===== src/rtl/uart_pkg.sv =====
// Shared definitions for the in-house UART link (uart_master / uart_slave).
// Types and constants only: no latency, no flow control.
package uart_pkg;

   localparam int DATA_BITS         = 8;
   localparam int DEFAULT_CLK_FREQ  = 50_000_000;
   localparam int DEFAULT_BAUD_RATE = 19_200;

   typedef enum logic [2:0] {
      IDLE    = 3'd0,
      START   = 3'd1,
      DATA    = 3'd2,
      PARITY  = 3'd3,
      TRAILER = 3'd4
   } rx_state_t;

   function automatic int clks_per_bit(input int freq, input int baud);
      return freq / baud;
   endfunction

endpackage


===== src/rtl/uart_rx_sync.sv =====
// Two-flop synchronizer for the asynchronous serial line; 2 clk latency, no backpressure.
// Both flops reset to 1 so a held reset looks like an idle line.
module uart_rx_sync (
   input  logic clk,
   input  logic rst,
   input  logic d,
   output logic q
);

   logic meta;

   always_ff @(posedge clk) begin
      if (rst) begin
         meta <= 1'b1;
         q    <= 1'b1;
      end else begin
         meta <= d;
         q    <= meta;
      end
   end

endmodule


===== src/rtl/uart_slave.sv =====
// UART receiver with one-entry holding register; byte visible the cycle after the trailer sample.
// No backpressure: an unread byte is overwritten by the next frame and flagged as overrun.
module uart_slave
   import uart_pkg::*;
#(
   parameter int clk_freq  = DEFAULT_CLK_FREQ,
   parameter int baud_rate = DEFAULT_BAUD_RATE
) (
   input  logic                 clk,
   input  logic                 rst,
   input  logic                 u_rx,
   input  logic                 rd_en,
   output logic [DATA_BITS-1:0] u_rx_data,
   output logic                 u_rx_valid,
   output logic                 u_rx_parity_err,
   output logic                 u_rx_frame_err,
   output logic                 u_rx_overrun,
   output logic                 u_rx_busy
);

   localparam int CLKS_PER_BIT = clks_per_bit(clk_freq, baud_rate);
   localparam int HALF         = CLKS_PER_BIT / 2;
   localparam int CW           = $clog2(CLKS_PER_BIT);

   localparam logic [CW-1:0] CNT_LAST = CW'(CLKS_PER_BIT - 1);
   localparam logic [CW-1:0] CNT_MID  = CW'(HALF - 1);
   localparam logic [CW-1:0] CNT_ONE  = CW'(1);
   localparam logic [2:0]    IDX_LAST = 3'(DATA_BITS - 1);

   logic                 rxs;
   rx_state_t            state;
   logic [CW-1:0]        cnt;
   logic [2:0]           idx;
   logic [DATA_BITS-1:0] shreg;
   logic                 par_bit;
   logic                 frame_done;
   logic                 rd_ack;

   uart_rx_sync u_sync (
      .clk (clk),
      .rst (rst),
      .d   (u_rx),
      .q   (rxs)
   );

   // Start is accepted on level, so a trailer running straight into the next start bit is fine.
   always_ff @(posedge clk) begin
      if (rst) begin
         state     <= IDLE;
         cnt       <= '0;
         idx       <= '0;
         shreg     <= '0;
         par_bit   <= 1'b0;
         u_rx_busy <= 1'b0;
      end else begin
         case (state)
            IDLE: begin
               if (!rxs) begin
                  state     <= START;
                  cnt       <= '0;
                  u_rx_busy <= 1'b1;
               end
            end
            START: begin
               if (cnt == CNT_MID) begin
                  cnt <= '0;
                  idx <= '0;
                  if (!rxs) begin
                     state <= DATA;
                  end else begin
                     state     <= IDLE;
                     u_rx_busy <= 1'b0;
                  end
               end else begin
                  cnt <= cnt + CNT_ONE;
               end
            end
            DATA: begin
               if (cnt == CNT_LAST) begin
                  cnt        <= '0;
                  shreg[idx] <= rxs;
                  if (idx == IDX_LAST) begin
                     state <= PARITY;
                  end else begin
                     idx <= idx + 3'd1;
                  end
               end else begin
                  cnt <= cnt + CNT_ONE;
               end
            end
            PARITY: begin
               if (cnt == CNT_LAST) begin
                  cnt     <= '0;
                  par_bit <= rxs;
                  state   <= TRAILER;
               end else begin
                  cnt <= cnt + CNT_ONE;
               end
            end
            TRAILER: begin
               if (cnt == CNT_LAST) begin
                  cnt       <= '0;
                  state     <= IDLE;
                  u_rx_busy <= 1'b0;
               end else begin
                  cnt <= cnt + CNT_ONE;
               end
            end
            default: begin
               state     <= IDLE;
               cnt       <= '0;
               u_rx_busy <= 1'b0;
            end
         endcase
      end
   end

   assign frame_done = (state == TRAILER) && (cnt == CNT_LAST);
   assign rd_ack     = rd_en && u_rx_valid;

   // A read coinciding with completion consumes the old byte, so the new one is not an overrun.
   always_ff @(posedge clk) begin
      if (rst) begin
         u_rx_data       <= '0;
         u_rx_valid      <= 1'b0;
         u_rx_parity_err <= 1'b0;
         u_rx_frame_err  <= 1'b0;
         u_rx_overrun    <= 1'b0;
      end else if (frame_done) begin
         u_rx_data       <= shreg;
         u_rx_valid      <= 1'b1;
         u_rx_parity_err <= (^shreg) != par_bit;
         u_rx_frame_err  <= rxs;
         if (u_rx_valid && !rd_en) begin
            u_rx_overrun <= 1'b1;
         end else if (rd_ack) begin
            u_rx_overrun <= 1'b0;
         end
      end else if (rd_ack) begin
         u_rx_valid      <= 1'b0;
         u_rx_parity_err <= 1'b0;
         u_rx_frame_err  <= 1'b0;
         u_rx_overrun    <= 1'b0;
      end
   end

endmodule


===== config.mk =====
export PLATFORM = sky130hd
export DESIGN_NAME = uart_slave
export DESIGN_NICKNAME = d
export VERILOG_FILES = /design/src/rtl/uart_pkg.sv /design/src/rtl/uart_rx_sync.sv /design/src/rtl/uart_slave.sv
export SDC_FILE = /design/constraint.sdc
export NUM_CORES = 1
export LEC_CHECK = 0
export ABC_AREA = 0
export BUFFER_PORTS_ARGS = -buffer_cell sky130_fd_sc_hd__buf_4
export CAP_MARGIN = 25
export CELL_PAD_IN_SITES_DETAIL_PLACEMENT = 1
export CELL_PAD_IN_SITES_GLOBAL_PLACEMENT = 1
export CORE_ASPECT_RATIO = 0.8
export CORE_MARGIN = 5
export CORE_UTILIZATION = 46
export DETAILED_ROUTE_END_ITERATION = 6
export PLACE_DENSITY = 0.8
export SETUP_SLACK_MARGIN = 0.2
export SLEW_MARGIN = 0
export SYNTH_ARGS = -nofsm -noshare
export SYNTH_HDL_FRONTEND = slang
export SYNTH_SLANG_ARGS = --single-unit
export TNS_END_PERCENT = 50

===== constraint.sdc =====
create_clock -name clk -period 2.5 [get_ports clk]
set_input_delay 0.25 -clock clk [delete_from_list [all_inputs] [get_ports clk]]
set_output_delay 0.25 -clock clk [all_outputs]
set_load 0.005 [all_outputs]

---- After elaboration in Yosys (flattened, before gate mapping) ----
Index checks and enable logic that the tools add are counted.
storage, ports and cells
  word-level logic and storage cells ...... 81
  flip-flop bits (word level) ............. 42
  output and inout bits ................... 13
  input port bits ......................... 4
operators by class
  reductions and logical operators ........ 16
  $add $sub $neg .......................... 2
  bitwise operators ....................... 1
  order comparisons ....................... 2
  multiplexer cells ....................... 31
  equal/unequal tests ..................... 16
operators by type and width
  kind                     count
  $mux W12                 3
  $pmux W12 S3             1
  $mux W3                  9
  $pmux W3 S5              1
  $ne A2 B2 Y1 const B     7
  $add A12 B1 Y12 const B  1
  $eq A12 B11 Y1 const B   1
  $eq A12 B12 Y1 const B   1
  $mux W1                  12
  $bwmux W8                1
  $reduce_xor A8 Y1        1
  $eq A3 B2 Y1 const B     2
  $eq A3 B3 Y1 const B     2
  $pmux W3 S2              1
  $reduce_and A6 Y1        1
  $reduce_and A5 Y1        1
  $logic_and A1 B1 Y1      4
  $lt A3 B4 Y1 const B     1
  $pmux W1 S4              1
  $reduce_and A2 Y1        2
  $reduce_and A4 Y1        1
  $reduce_bool A2 Y1       2
  $add A3 B1 Y3 const B    1
  $demux W1 S3             1
  other kinds (10)         10

---- Depth between registers and ports, before layout ----
Gate-level depths: netlist (run 1).
  depth in word-level cells ............... 5
  mapped depth ............................ 8
  gate-level depth less buffers ........... 7

---- By module ----
From an unflattened synthesis (run 1), not the netlist that was laid out.
second synthesis, totals
  cell total of the unflattened synthesis .. 234
  area, all modules ....................... 2079.5 sq um
modules (own cells, without submodules)
  module        cells each  instances  sequential area each (sq um)  area an instance (sq um)
  uart_slave    230         1          800.8                         2026.9
  uart_rx_sync  4           1          40.0                          52.6

---- Worst setup path after synthesis (run 1) ----
No wires, ideal clock.
  path type ............................... reg2reg
  start ................................... reg idx[1]
  end ..................................... reg idx[0]
  arrival ................................. 1.604 ns
  period minus slack after synthesis ...... 1.732 ns
  setup time .............................. 0.128 ns
  path buffers ............................ 0
  cell stages (with the launch flop) ...... 8
  data required time ...................... 2.372 ns
  slack ................................... 0.768 ns
  path through ............................ dfxtp_1 > ha_1 > ha_1 > nor3b_1 > nand4_1 > a211oi_2 > mux2i_1 > nor2_1
on the way
  longest elaborated chain between the ends .. 3
RTL lines
  what                         RTL line          RTL
  start: declaration           uart_slave.sv:33  logic [2:0] idx;
  start signal: assignment     uart_slave.sv:85  idx <= idx + 3'd1;
  $eq A3 B3 Y1                 uart_slave.sv:82  if (idx == IDX_LAST) begin
  $ne A2 B2 Y1 (no line)       --
  $reduce_and A4 Y1 (no line)  --
No other way between the ends.
A chain may end at the register's enable or synchronous reset.

---- Final worst setup path (run 1) ----
  start ................................... reg state[0]
  end ..................................... reg cnt[5]
on the way
  longest elaborated chain between the ends .. 3
  elaborated cells between the ends (all ways) .. 8
  those cells by class .................... eq/ne: 5; mux: 1; reduce/logical: 2
RTL lines
  what                                          RTL line          RTL
  start: declaration                            uart_slave.sv:31  rx_state_t state;
  start signal: assignment                      uart_slave.sv:49  state <= IDLE;
  start signal: assignment                      uart_slave.sv:59  state <= START;
  start signal: assignment                      uart_slave.sv:69  state <= DATA;
  $eq A3 B3 Y1 or $eq A3 B2 Y1 (tied branches)  uart_slave.sv:56  case (state)
  $reduce_or A3 Y1 (no line)                    --
  $pmux W12 S3                                  uart_slave.sv:56
  end signal: assignment                        uart_slave.sv:75  cnt <= cnt + CNT_ONE;
  end signal: assignment                        uart_slave.sv:88  cnt <= cnt + CNT_ONE;
  end signal: assignment                        uart_slave.sv:97  cnt <= cnt + CNT_ONE;
  end: declaration                              uart_slave.sv:32  logic [CW-1:0] cnt;
Several ways; a longest one is shown, not always the timed one.

==> key figures, run 1 <==
Power and ir drop
  • P per Cell Area: 655 nW/um^2
  • Leak: 0.867 nW
  • Worst vdd ir: 392 uV

Finish
  • Fin nets: 246
  • Area Overhead vs Synth: 10.8%
  • # diodes: 0
  • Layout cells sized above 1: 0.230
  • Fill count: 544
  • Final core utilization: 0.524

Worst setup path
  • Worst path required time: 2.73 ns
  • Worst Setup Start Kind: register
  • Crit. End Element: register
  • Crit path DAT: 2.26 ns
  • CP max FO: 15
  • Worst r2r path cells: 5
  • Setup CP Type: register to register
  • Flop2flop setup slack: 0.47 ns

Placed design
  • Hpwl dp: 3.41 mm
  • Dpl ws: 0.415 ns
  • GPL Wtd Cong: 0.757
  • Port Buffers: 16

STA
  • Slew Limit Fails: 0
  • Setup slack after layout: 0.472 ns
  • RSZ-0062 raised after global routing: false
  • Fin Setup TNS: 0 ns
  • Fin crit share: 0.811
  • Worst-Margin Slew: 0.700 ns
  • Headroom to the max-slew limit: 0.527
  • Endpoints failing setup: 0
  • F_max: 493 MHz
  • Final hold violations: 0
  • Minimum clock period: 2.03 ns
  • Clk_skew: 0.00432 ns
  • WHS: 0.146 ns

Global route
  • Largest net degree at the start of global routing: 35
  • First-pass GRT wire length: 8.32 mm
  • Aggregate global routing overflow: 0
  • Tot GR Track Use: 0.170
  • Vias in the first global route: 1,682
  • Initial antenna violation count: 0

Synthesis
  • Synth area leader: dfxtp_1
  • Cells after Synth: 225
  • Yosys top cell area share: 0.389
  • Syn_nets: 233
  • Top cells by area, synth: dfxtp_1 39%, mux2i_1 9.3%, nor2_1 5.4%
  • Synth cell types: 49
  • Synth Cell Area: 2160 sq um
  • Ys async rst share: 0
  • Most used DFF post-synth: dfxtp_1
  • Synth Warn #: 0
  • Post-synthesis sequential area ratio: 0.389
  • Synth Register Bits: 42
  • Post-synth EDFFs: 0
  • Syn Area/Cell: 9.61 sq um

Clock tree
  • H-tree depth: 2
  • Maximum buffer depth of the clock tree: 2
  • Clk pin slew, worst setup/hold paths: 0.08 ns
  • Post-CTS setup buffer count: 0
  • CTS root buffer: clkbuf_8
  • Post-CTS Hold Buffers: 0
  • CTS tree: done
  • Resized Gates After CTS: 0
  • Total CTS buffers: 5
  • CTS Sinks: 42
  • Insertion delay to the later sink of the worst-skew pair: 0.29 ns

Route
  • Residual DRC: 0
  • 1st-iter DRT viols: 107
  • Via density per instance: 5.47
  • Antenna Violating Nets Remaining: 0
  • TritonRoute pass-1 iters: 4
  • Total Wirelength: 4.83 mm
  • Total vias in the final route: 1,636
  • Routed len/inst: 16.1 um

Floorplanning
  • DIE WIDTH: 86.7 um
  • Ports: 17
  • CORE AREA: 4570 sq um
  • Die area: 6180 sq um
  • Die height: 71.3 um
  • Rows: 22
  • Initial Util: 0.473

Min path
  • Worst hold path type: input pin to register
  • Hold depth: 2

Status
  • Status: finished clean

Job
  • # Max-Cap Violations: 0
## placed cells by master (no fill, tap or decap), drive strengths merged, types with 6 or more instances in the layout
cell type / netlist / final
dfxtp: 42 / 42
nor2: 41 / 41
mux2i: 20 / 20
buf: 5 / 18
nand3: 9 / 9
a21oi: 9 / 9
inv: 8 / 8
xnor2: 8 / 8
xor2: 7 / 7
clkbuf: 7 / 7
nand2: 6 / 6
nand4: 6 / 6
## stage by stage
step / std cells / area [sq um] / total power, mW
floorplan: 225 / 2160 / 1.07
global placement: 291 / 2300 / 1.12
detailed placement: 291 / 2300 / 1.13
CTS: 299 / 2390 / 1.58
global route: 299 / 2390 / 1.67
finish: 299 / 2390 / 1.57
## synth_stat cells, drive strengths merged (5+ instances only)
cell type / count
xnor2: 8
buf: 5
nor4b: 5
xor2: 7
a21oi: 9
nor4: 5
clkbuf: 7
nand3: 9
mux2i: 20
inv: 8
nor2: 41
dfxtp: 42
nand4: 6
nand2: 6
## layout make-up
class	count	area [sq um]	share of cell area
multi-input combinational	163	1220	0.510
tap	60	75.1	0.0313
inverter	8	30.0	0.0125
sequential	42	841	0.351
clock inverter	1	5.00	0.00209
clock buffer	7	86.3	0.0361
timing repair buffer	18	135	0.0564
## where the power goes
group	switching [mW]	internal, mW	total, mW
sequential	0.0637	0.700	0.763
clock	0.222	0.223	0.445
combinational	0.204	0.156	0.360
total	0.489	1.08	1.57
## worst paths after layout
kind	from	to
min reg2reg	u_sync.meta$_SDFF_PP1_	u_sync.q$_SDFF_PP1_
max reg2reg	state[0]$_SDFFE_PP0P_	cnt[5]$_SDFFE_PP0N_
max	state[0]$_SDFFE_PP0P_	cnt[5]$_SDFFE_PP0N_
min	u_rx	u_sync.meta$_SDFF_PP1_
## layer usage
metal / track usage / share of wire / up-vias
li1: - / - / 810
met2: 0.256 / 0.45 / 26
met4: 0.0519 / 0.014 / 0
met5: 0 / 0 / -
met3: 0.0414 / 0.036 / 9
met1: 0.240 / 0.50 / 791
## critical path: stages (launching register included)
cell and delay, ns:
dfxtp_1 0.66, nand2b_1 0.26, a311oi_4 0.45, a21oi_2 0.11, a21o_2 0.35, nor2_2 0.14
## sequential cells by signal, summed over array words and instances (netlist names), named ones only
register / flops
cnt: 12
idx: 3
par_bit: 1
shreg: 8
state: 3
u_rx_busy: 1
u_rx_data: 8
u_rx_frame_err: 1
u_rx_parity_err: 1
u_rx_valid: 1
u_sync.meta: 1
u_sync.q: 1
## logic make-up (layout without fill, tap and decap cells)
logic type | Yosys count | in the layout | share of synthesized area
mux | 20 | 20 | 0.0926
buf+inv | 20 | 34 | 0.0463
flops | 42 | 42 | 0.389
xor+xnor | 16 | 16 | 0.0712
fa+ha+maj | 4 | 4 | 0.0231
compound gates | 25 | 25 | 0.0926
simple gates | 98 | 98 | 0.285
Power figures use the tool's default switching activity.
==> inputs of run 2 (changes only) <==
--- a/config.mk
+++ b/config.mk
@@ -12,9 +12,9 @@
 export CELL_PAD_IN_SITES_GLOBAL_PLACEMENT = 1
 export CORE_ASPECT_RATIO = 0.8
 export CORE_MARGIN = 5
-export CORE_UTILIZATION = 46
+export CORE_UTILIZATION = 41
 export DETAILED_ROUTE_END_ITERATION = 6
-export PLACE_DENSITY = 0.8
+export PLACE_DENSITY = 0.76
 export SETUP_SLACK_MARGIN = 0.2
 export SLEW_MARGIN = 0
 export SYNTH_ARGS = -nofsm -noshare
==> constraint.sdc (replaced) <==
create_clock -name clk -period 1.63 [get_ports clk]
set_input_delay 0.163 -clock clk [delete_from_list [all_inputs] [get_ports clk]]
set_output_delay 0.163 -clock clk [all_outputs]
set_load 0.005 [all_outputs]
==> key figures, run 2 (synthesis results as in run 1) <==
Clock tree
  • CTS Sinks: 42 (unchanged)
  • CTS tree: done
  • Post-CTS Hold Buffers: 0 (unchanged)
  • H-tree depth: 2 (unchanged)
  • Clk pin slew, worst setup/hold paths: 0.08 ns (about the same)
  • Total CTS buffers: 5 (unchanged)
  • Insertion delay to the later sink of the worst-skew pair: 0.31 ns (+0.02 ns)
  • CTS root buffer: clkbuf_8
  • Maximum buffer depth of the clock tree: 2 (unchanged)

Route
  • Routed len/inst: 20.0 um (+24%)
  • Total Wirelength: 7.01 mm (+45%)
  • Met3 wire length: 240 um (+40%)
  • Antenna Violating Nets Remaining: 0 (unchanged)
  • Metal2 WL: 3.41 mm (+58%)
  • TritonRoute pass-1 iters: 4 (unchanged)
  • 1st-iter DRT viols: 53 (-50%)
  • Via density per instance: 5.43 (-0.70%)
  • Residual DRC: 0 (unchanged)
  • Top Layer Used: met4
  • DRT met1 WL: 3.21 mm (+32%)
  • Total vias in the final route: 1,907 (+17%)

Power and ir drop
  • Leak: 1.21 nW (+40%)
  • Switching power: 1.08 mW (+120%)
  • Worst vdd ir: 659 uV (+68%)
  • Internal Power: 2.24 mW (+110%)
  • Clock Power Share: 0.256 (-0.028)
  • Register share of total power: 0.354 (-0.133)
  • Comb power frac: 0.390 (+0.161)
  • Net Sw Frac: 0.326 (+0.0138)
  • Power, Total: 3.32 mW (+110%)
  • P per Cell Area: 1030 nW/um^2 (+58%)

Placed design
  • Placed cell area: 2690 sq um (+17%)
  • Placed Cells: 331 (+14%)
  • Hpwl dp: 3.95 mm (+16%)
  • Port Buffers: 16 (unchanged)
  • GPL Wtd Cong: 0.805 (+6.3%)

Finish
  • Layout cells sized above 1: 0.481 (+0.251)
  • Post-route design area: 3210 sq um (+34%)
  • Most frequent cells in the layout: 60 x buf_4, 34 x dfxtp_1, 30 x nor2_1
  • Fin nets: 296 (+20%)
  • # diodes: 0 (unchanged)
  • Fill count: 541 (-0.55%)
  • Max reg flops: 12 (unchanged)
  • Most common cell after layout, fill and taps aside: buf_4
  • Biggest regs: cnt x12, shreg x8, u_rx_data x8
  • Non-filler cells, final: 351 (+17%)
  • Biggest register: cnt
  • Area Overhead vs Synth: 48.3%

Min path
  • Worst hold path type: input pin to register
  • Hold depth: 2 (unchanged)
  • Hold Path Sink: u_sync.meta$_SDFF_PP1_
  • Hold path start: u_rx

STA
  • Minimum clock period: 1.87 ns (-0.155 ns)
  • Clk_skew: 0.0127 ns (+0.00833 ns)
  • Slew Limit Fails: 0 (unchanged)
  • Headroom to the max-slew limit: 0.688 (+0.162)
  • F_max: 534 MHz (+8.3%)
  • Final hold violations: 0 (unchanged)
  • Fin crit share: 1.15 (+0.338)
  • WHS: 0.0347 ns (-0.111 ns)
  • Setup slack after layout: -0.243 ns (-0.715 ns)
  • Fin Setup TNS: -4.32 ns (-4.32 ns)
  • Endpoints failing setup: 35 (+35)
  • RSZ-0062 raised after global routing: true
  • Worst-Margin Slew: 0.461 ns (-0.239 ns)

Worst setup path
  • CP max FO: 9 (-6)
  • Max incr delay on CP: 0.38 ns (-0.28 ns)
  • Worst path required time: 1.80 ns (-0.93 ns)
  • CP Cell Sequence: buf_6 -> nor3b_4 -> nand4_4 -> buf_12 -> nor4b_4 -> mux2i_1 -> nor2_1
  • Crit path DAT: 2.05 ns (-0.21 ns)
  • Worst Setup Start Kind: register
  • Top Family by Delay on Critical Path: simple AND/OR/NAND/NOR gates
  • Slowest stage cell, crit path: dfxtp_4
  • Worst r2r path cells: 7 (+2)
  • Setup CP Type: register to register
  • Flop2flop setup slack: -0.24 ns (-0.72 ns)
  • RR Startpoint: state[0]$_SDFFE_PP0P_
  • Reg2reg end: shreg[5]$_SDFFE_PP0P_
  • Crit. End Element: register
  • Worst Path Buf+Inv: 2 (+2)

Floorplanning
  • CORE AREA: 5060 sq um (+11%)
  • Die height: 75.0 um (+5.1%)
  • Ports: 17 (unchanged)
  • Rows: 23 (+4.5%)
  • Die area: 6830 sq um (+11%)
  • DIE WIDTH: 91.2 um (+5.2%)
  • Initial Util: 0.427 (-0.0463)

Global route
  • Largest net degree at the start of global routing: 35 (unchanged)
  • First-pass GRT wire length: 10.4 mm (+25%)
  • Initial antenna violation count: 0 (unchanged)
  • Vias in the first global route: 1,987 (+18%)
  • Aggregate global routing overflow: 0 (unchanged)
  • Tot GR Track Use: 0.197 (+0.0275)

Status
  • Status: complete, but fails checks
  • Violated checks: negative setup slack

Job
  • # Max-Cap Violations: 0 (unchanged)
-- run 2: changes by cell type in the layout (fill, tap and decap cells not counted), moves of 8 or more --
| cell | delta |
|---|---|
| buf_4 | +42 |
| nor2_2 | -8 |
| dfxtp_1 | -8 |
| nor2_4 | +9 |
-- run 2: power groups by stage --
| stage | combinational (mW) | clock [mW] | sequential [mW] |
|---|---|---|---|
| finish | 1.29 | 0.850 | 1.17 |
| global route | 1.36 | 0.904 | 1.19 |
| CTS | 1.09 | 0.854 | 1.16 |
| detailed placement | 0.831 | 0 | 1.17 |
| global placement | 0.802 | 0 | 1.17 |
| floorplan | 0.522 | 0 | 1.15 |
-- run 2: metrics by stage --
step	setup WS, ns	util
detailed placement	-0.226	0.531
CTS	-0.123	0.604
global placement	-0.118	0.531
finish	-0.243	0.633
global route	-0.327	0.633
floorplan	0.0378	-
-- run 2: layer usage --
metal  up-vias  global-route usage
met5         -                   0
met4         0              0.0717
met3        13              0.0410
met2        31               0.321
met1       949               0.264
li1        914                   -
-- run 2: layout make-up --
class / instances / area, sq um / share of cell area
Clock buffer: 6 / 72.6 / 0.0226
Clock inverter: 2 / 37.5 / 0.0117
Inverter: 8 / 32.5 / 0.0101
Multi-Input combinational cell: 163 / 1530 / 0.478
Sequential cell: 42 / 861 / 0.268
Tap cell: 62 / 77.6 / 0.0242
Timing Repair Buffer: 68 / 592 / 0.185
-- run 2: worst max-delay path by stage --
stage / start / to / slack, ns / cells past startpoint
finish: state[0]$_SDFFE_PP0P_ / shreg[5]$_SDFFE_PP0P_ / -0.24 / 7
global route: state[0]$_SDFFE_PP0P_ / shreg[5]$_SDFFE_PP0P_ / -0.33 / 7
CTS: cnt[1]$_SDFFE_PP0N_ / shreg[5]$_SDFFE_PP0P_ / -0.12 / 7
detailed placement: state[0]$_SDFFE_PP0P_ / shreg[7]$_SDFFE_PP0P_ / -0.23 / 7
global placement: state[0]$_SDFFE_PP0P_ / shreg[7]$_SDFFE_PP0P_ / -0.12 / 7
floorplan: idx[1]$_SDFFE_PP0P_ / idx[0]$_SDFFE_PP0P_ / 0.04 / 7
-- run 2: timing repair --
| action | 4_1_cts | 5_1_grt |
|---|---|---|
| gates cloned | 1 | 0 |
| endpoints found under the setup margin | 40 | 40 |
| pin swaps | 14 | 20 |
| gates resized for setup | 32 | 23 |
| buffers inserted | 8 | 3 |
==> inputs of run 3 (changes only) <==
--- a/config.mk
+++ b/config.mk
@@ -6,15 +6,15 @@
 export NUM_CORES = 1
 export LEC_CHECK = 0
 export ABC_AREA = 0
-export BUFFER_PORTS_ARGS = -buffer_cell sky130_fd_sc_hd__buf_4
 export CAP_MARGIN = 25
 export CELL_PAD_IN_SITES_DETAIL_PLACEMENT = 1
 export CELL_PAD_IN_SITES_GLOBAL_PLACEMENT = 1
 export CORE_ASPECT_RATIO = 0.8
 export CORE_MARGIN = 5
-export CORE_UTILIZATION = 41
+export CORE_UTILIZATION = 50
 export DETAILED_ROUTE_END_ITERATION = 6
-export PLACE_DENSITY = 0.76
+export DONT_BUFFER_PORTS = 1
+export PLACE_DENSITY = 0.82
 export SETUP_SLACK_MARGIN = 0.2
 export SLEW_MARGIN = 0
 export SYNTH_ARGS = -nofsm -noshare
==> constraint.sdc (replaced) <==
create_clock -name clk -period 2.2 [get_ports clk]
set_input_delay 0.22 -clock clk [delete_from_list [all_inputs] [get_ports clk]]
set_output_delay 0.22 -clock clk [all_outputs]
set_load 0.005 [all_outputs]
==> key figures, run 3 (synthesis results as in run 1) <==
Power and ir drop
  • Switching power: 0.631 mW (-42%)
  • Internal Power: 1.52 mW (-32%)
  • Leak: 0.845 nW (-30%)
  • P per Cell Area: 883 nW/um^2 (-15%)
  • Register share of total power: 0.398 (+0.044)
  • Power, Total: 2.15 mW (-35%)
  • Comb power frac: 0.247 (-0.143)
  • Clock Power Share: 0.355 (+0.099)
  • Worst vdd ir: 533 uV (-19%)
  • Net Sw Frac: 0.294 (-0.0323)

Worst setup path
  • Crit path DAT: 2.20 ns (+0.15 ns)
  • Worst Setup Start Kind: register
  • Worst r2r path cells: 6 (-1)
  • Setup CP Type: register to register
  • Crit. End Element: register
  • RR Startpoint: state[2]$_SDFFE_PP0P_
  • Flop2flop setup slack: 0.20 ns (+0.44 ns)
  • Crit. Startpoint: state[2]$_SDFFE_PP0P_
  • CP max FO: 9 (unchanged)
  • Worst path required time: 2.40 ns (+0.60 ns)
  • Capture point of the worst path: cnt[7]$_SDFFE_PP0N_
  • Reg2reg end: cnt[7]$_SDFFE_PP0N_

STA
  • F_max: 499 MHz (-6.4%)
  • Fin Setup TNS: 0 ns (+4.32 ns)
  • WHS: -0.0280 ns (-0.0627 ns)
  • RSZ-0062 raised after global routing: true
  • Clk_skew: 0.00271 ns (-0.00994 ns)
  • Final hold violations: 27 (+27)
  • Fin crit share: 0.910 (-0.239)
  • Endpoints failing setup: 0 (-100%)
  • Worst-Margin Slew: 0.688 ns (+0.226 ns)
  • Headroom to the max-slew limit: 0.535 (-0.153)
  • Minimum clock period: 2.00 ns (+0.129 ns)
  • Slew Limit Fails: 0 (unchanged)
  • Setup slack after layout: 0.198 ns (+0.441 ns)

Clock tree
  • CTS tree: done
  • Insertion delay to the later sink of the worst-skew pair: 0.30 ns (about the same)
  • H-tree depth: 2 (unchanged)
  • CTS Sinks: 42 (unchanged)
  • Maximum buffer depth of the clock tree: 2 (unchanged)
  • Total CTS buffers: 5 (unchanged)
  • CTS root buffer: clkbuf_8
  • Clk pin slew, worst setup/hold paths: 0.08 ns (about the same)

Global route
  • Tot GR Track Use: 0.183 (-0.0146)
  • Aggregate global routing overflow: 0 (unchanged)
  • Initial antenna violation count: 0 (unchanged)
  • First-pass GRT wire length: 8.05 mm (-23%)
  • Largest net degree at the start of global routing: 35 (unchanged)
  • Vias in the first global route: 1,605 (-19%)

Finish
  • Biggest register: cnt
  • Multi-input logic area: 1280 sq um (-16%)
  • Max reg flops: 12 (unchanged)
  • Biggest regs: cnt x12, shreg x8, u_rx_data x8
  • Most frequent cells in the layout: 38 x dfxtp_1, 31 x nor2_1, 20 x mux2i_1
  • Non-filler cells, final: 286 (-19%)
  • Register Area: 846 sq um (-1.7%)
  • Area Overhead vs Synth: 12.5%
  • Post-route design area: 2430 sq um (-24%)
  • # diodes: 0 (unchanged)
  • Layout cells sized above 1: 0.240 (-0.241)
  • Most common cell after layout, fill and taps aside: dfxtp_1
  • Fill count: 466 (-14%)
  • Fin nets: 236 (-20%)

Placed design
  • Hpwl dp: 3.45 mm (-13%)
  • GPL Wtd Cong: 0.771 (-4.2%)
  • Dpl ws: 0.206 ns (+0.432 ns)
  • Port Buffers: 0 (-16)
  • Placed cell area: 2210 sq um (-18%)
  • Placed Cells: 276 (-17%)

Min path
  • Worst hold path type: input pin to register

Route
  • Total Wirelength: 5.26 mm (-25%)
  • Total vias in the final route: 1,633 (-14%)
  • Routed len/inst: 18.4 um (-7.8%)
  • 1st-iter DRT viols: 96 (+81%)
  • TritonRoute pass-1 iters: 4 (unchanged)
  • Antenna Violating Nets Remaining: 0 (unchanged)
  • Via density per instance: 5.71 (+5.1%)
  • Residual DRC: 0 (unchanged)

Floorplanning
  • DIE WIDTH: 83.5 um (-8.4%)
  • Initial Util: 0.518 (+0.0906)
  • CORE AREA: 4180 sq um (-18%)
  • Rows: 21 (-8.7%)
  • Die height: 68.8 um (-8.2%)
  • Ports: 17 (unchanged)
  • Die area: 5750 sq um (-16%)

Status
  • Status: complete, but fails checks
  • Violated checks: negative hold slack

Job
  • # Max-Cap Violations: 0 (unchanged)
[run 3: cell types whose count changed in the layout (fill, tap and decap cells not counted), moves of 3 or more]
cell     delta
dfxtp_4     -4
ha_4        -4
buf_6       -3
buf_4      -52
nor2_4      -9
nor2_2      +8
dfxtp_1     +4
buf_12      -4
ha_1        +3
[run 3: what timing repair did]
| action | in CTS | in global routing |
|---|---|---|
| endpoints found under the setup margin | 12 | 30 |
| pin swaps | 0 | 3 |
| buffers inserted | 0 | 2 |
| gates resized for setup | 2 | 12 |
| hold endpoints to repair | 28 | 27 |
[run 3: final cells by class]
class	count	area share
multi-input cells	163	0.527
flip-flops and latches	42	0.348
clock buffers	6	0.0340
well taps	57	0.0293
clock inverters	2	0.0247
repair buffers	8	0.0247
inverters	8	0.0123
[run 3: worst min-delay path by stage]
stage	from	to	slack [ns]	cells after the start
2_1_floorplan	rd_en	register	0.32	1
3_3_place_gp	rst	u_rx_frame_err$_SDFFE_PP0P_	0.30	1
3_5_place_dp	rst	u_rx_frame_err$_SDFFE_PP0P_	0.30	1
4_1_cts	rst	u_rx_data[7]$_SDFFE_PP0P_	-0.03	1
5_1_grt	rst	idx[1]$_SDFFE_PP0P_	-0.04	1
6_report	rst	idx[1]$_SDFFE_PP0P_	-0.03	1
[run 3: layer usage]
| layer | share of wire | vias up | wire length, um | GRT usage |
|---|---|---|---|---|
| met3 | 0.053 | 11 | 277 | 0.0523 |
| met5 | 0 | - | 0 | 0 |
| li1 | - | 791 | - | - |
| met1 | 0.46 | 796 | 2420 | 0.225 |
| met2 | 0.47 | 35 | 2450 | 0.300 |
| met4 | 0.021 | 0 | 110 | 0.0904 |
[run 3: through the flow]
step / hold WS [ns] / utilization
after floorplan: 0.320 / -
after global placement: 0.296 / 0.529
after detailed placement: 0.298 / 0.529
after CTS: -0.0325 / 0.565
after global routing: -0.0396 / 0.582
final: -0.0280 / 0.582
[run 3: worst max-delay path: stages, from the launching register on]
cell	delay, ns
dfxtp_1	0.40
buf_4	0.19
nor4b_1	0.63
nor3b_2	0.18
nand3_1	0.17
xor2_1	0.29
nor2_4	0.04
[run 3: power groups by stage]
stage / Clock [mW] / Sequential [mW] / Combinational (mW)
floorplan: 0 / 0.841 / 0.374
global placement: 0 / 0.858 / 0.402
detailed placement: 0 / 0.862 / 0.422
CTS: 0.780 / 0.851 / 0.442
global route: 0.806 / 0.862 / 0.578
finish: 0.761 / 0.855 / 0.531
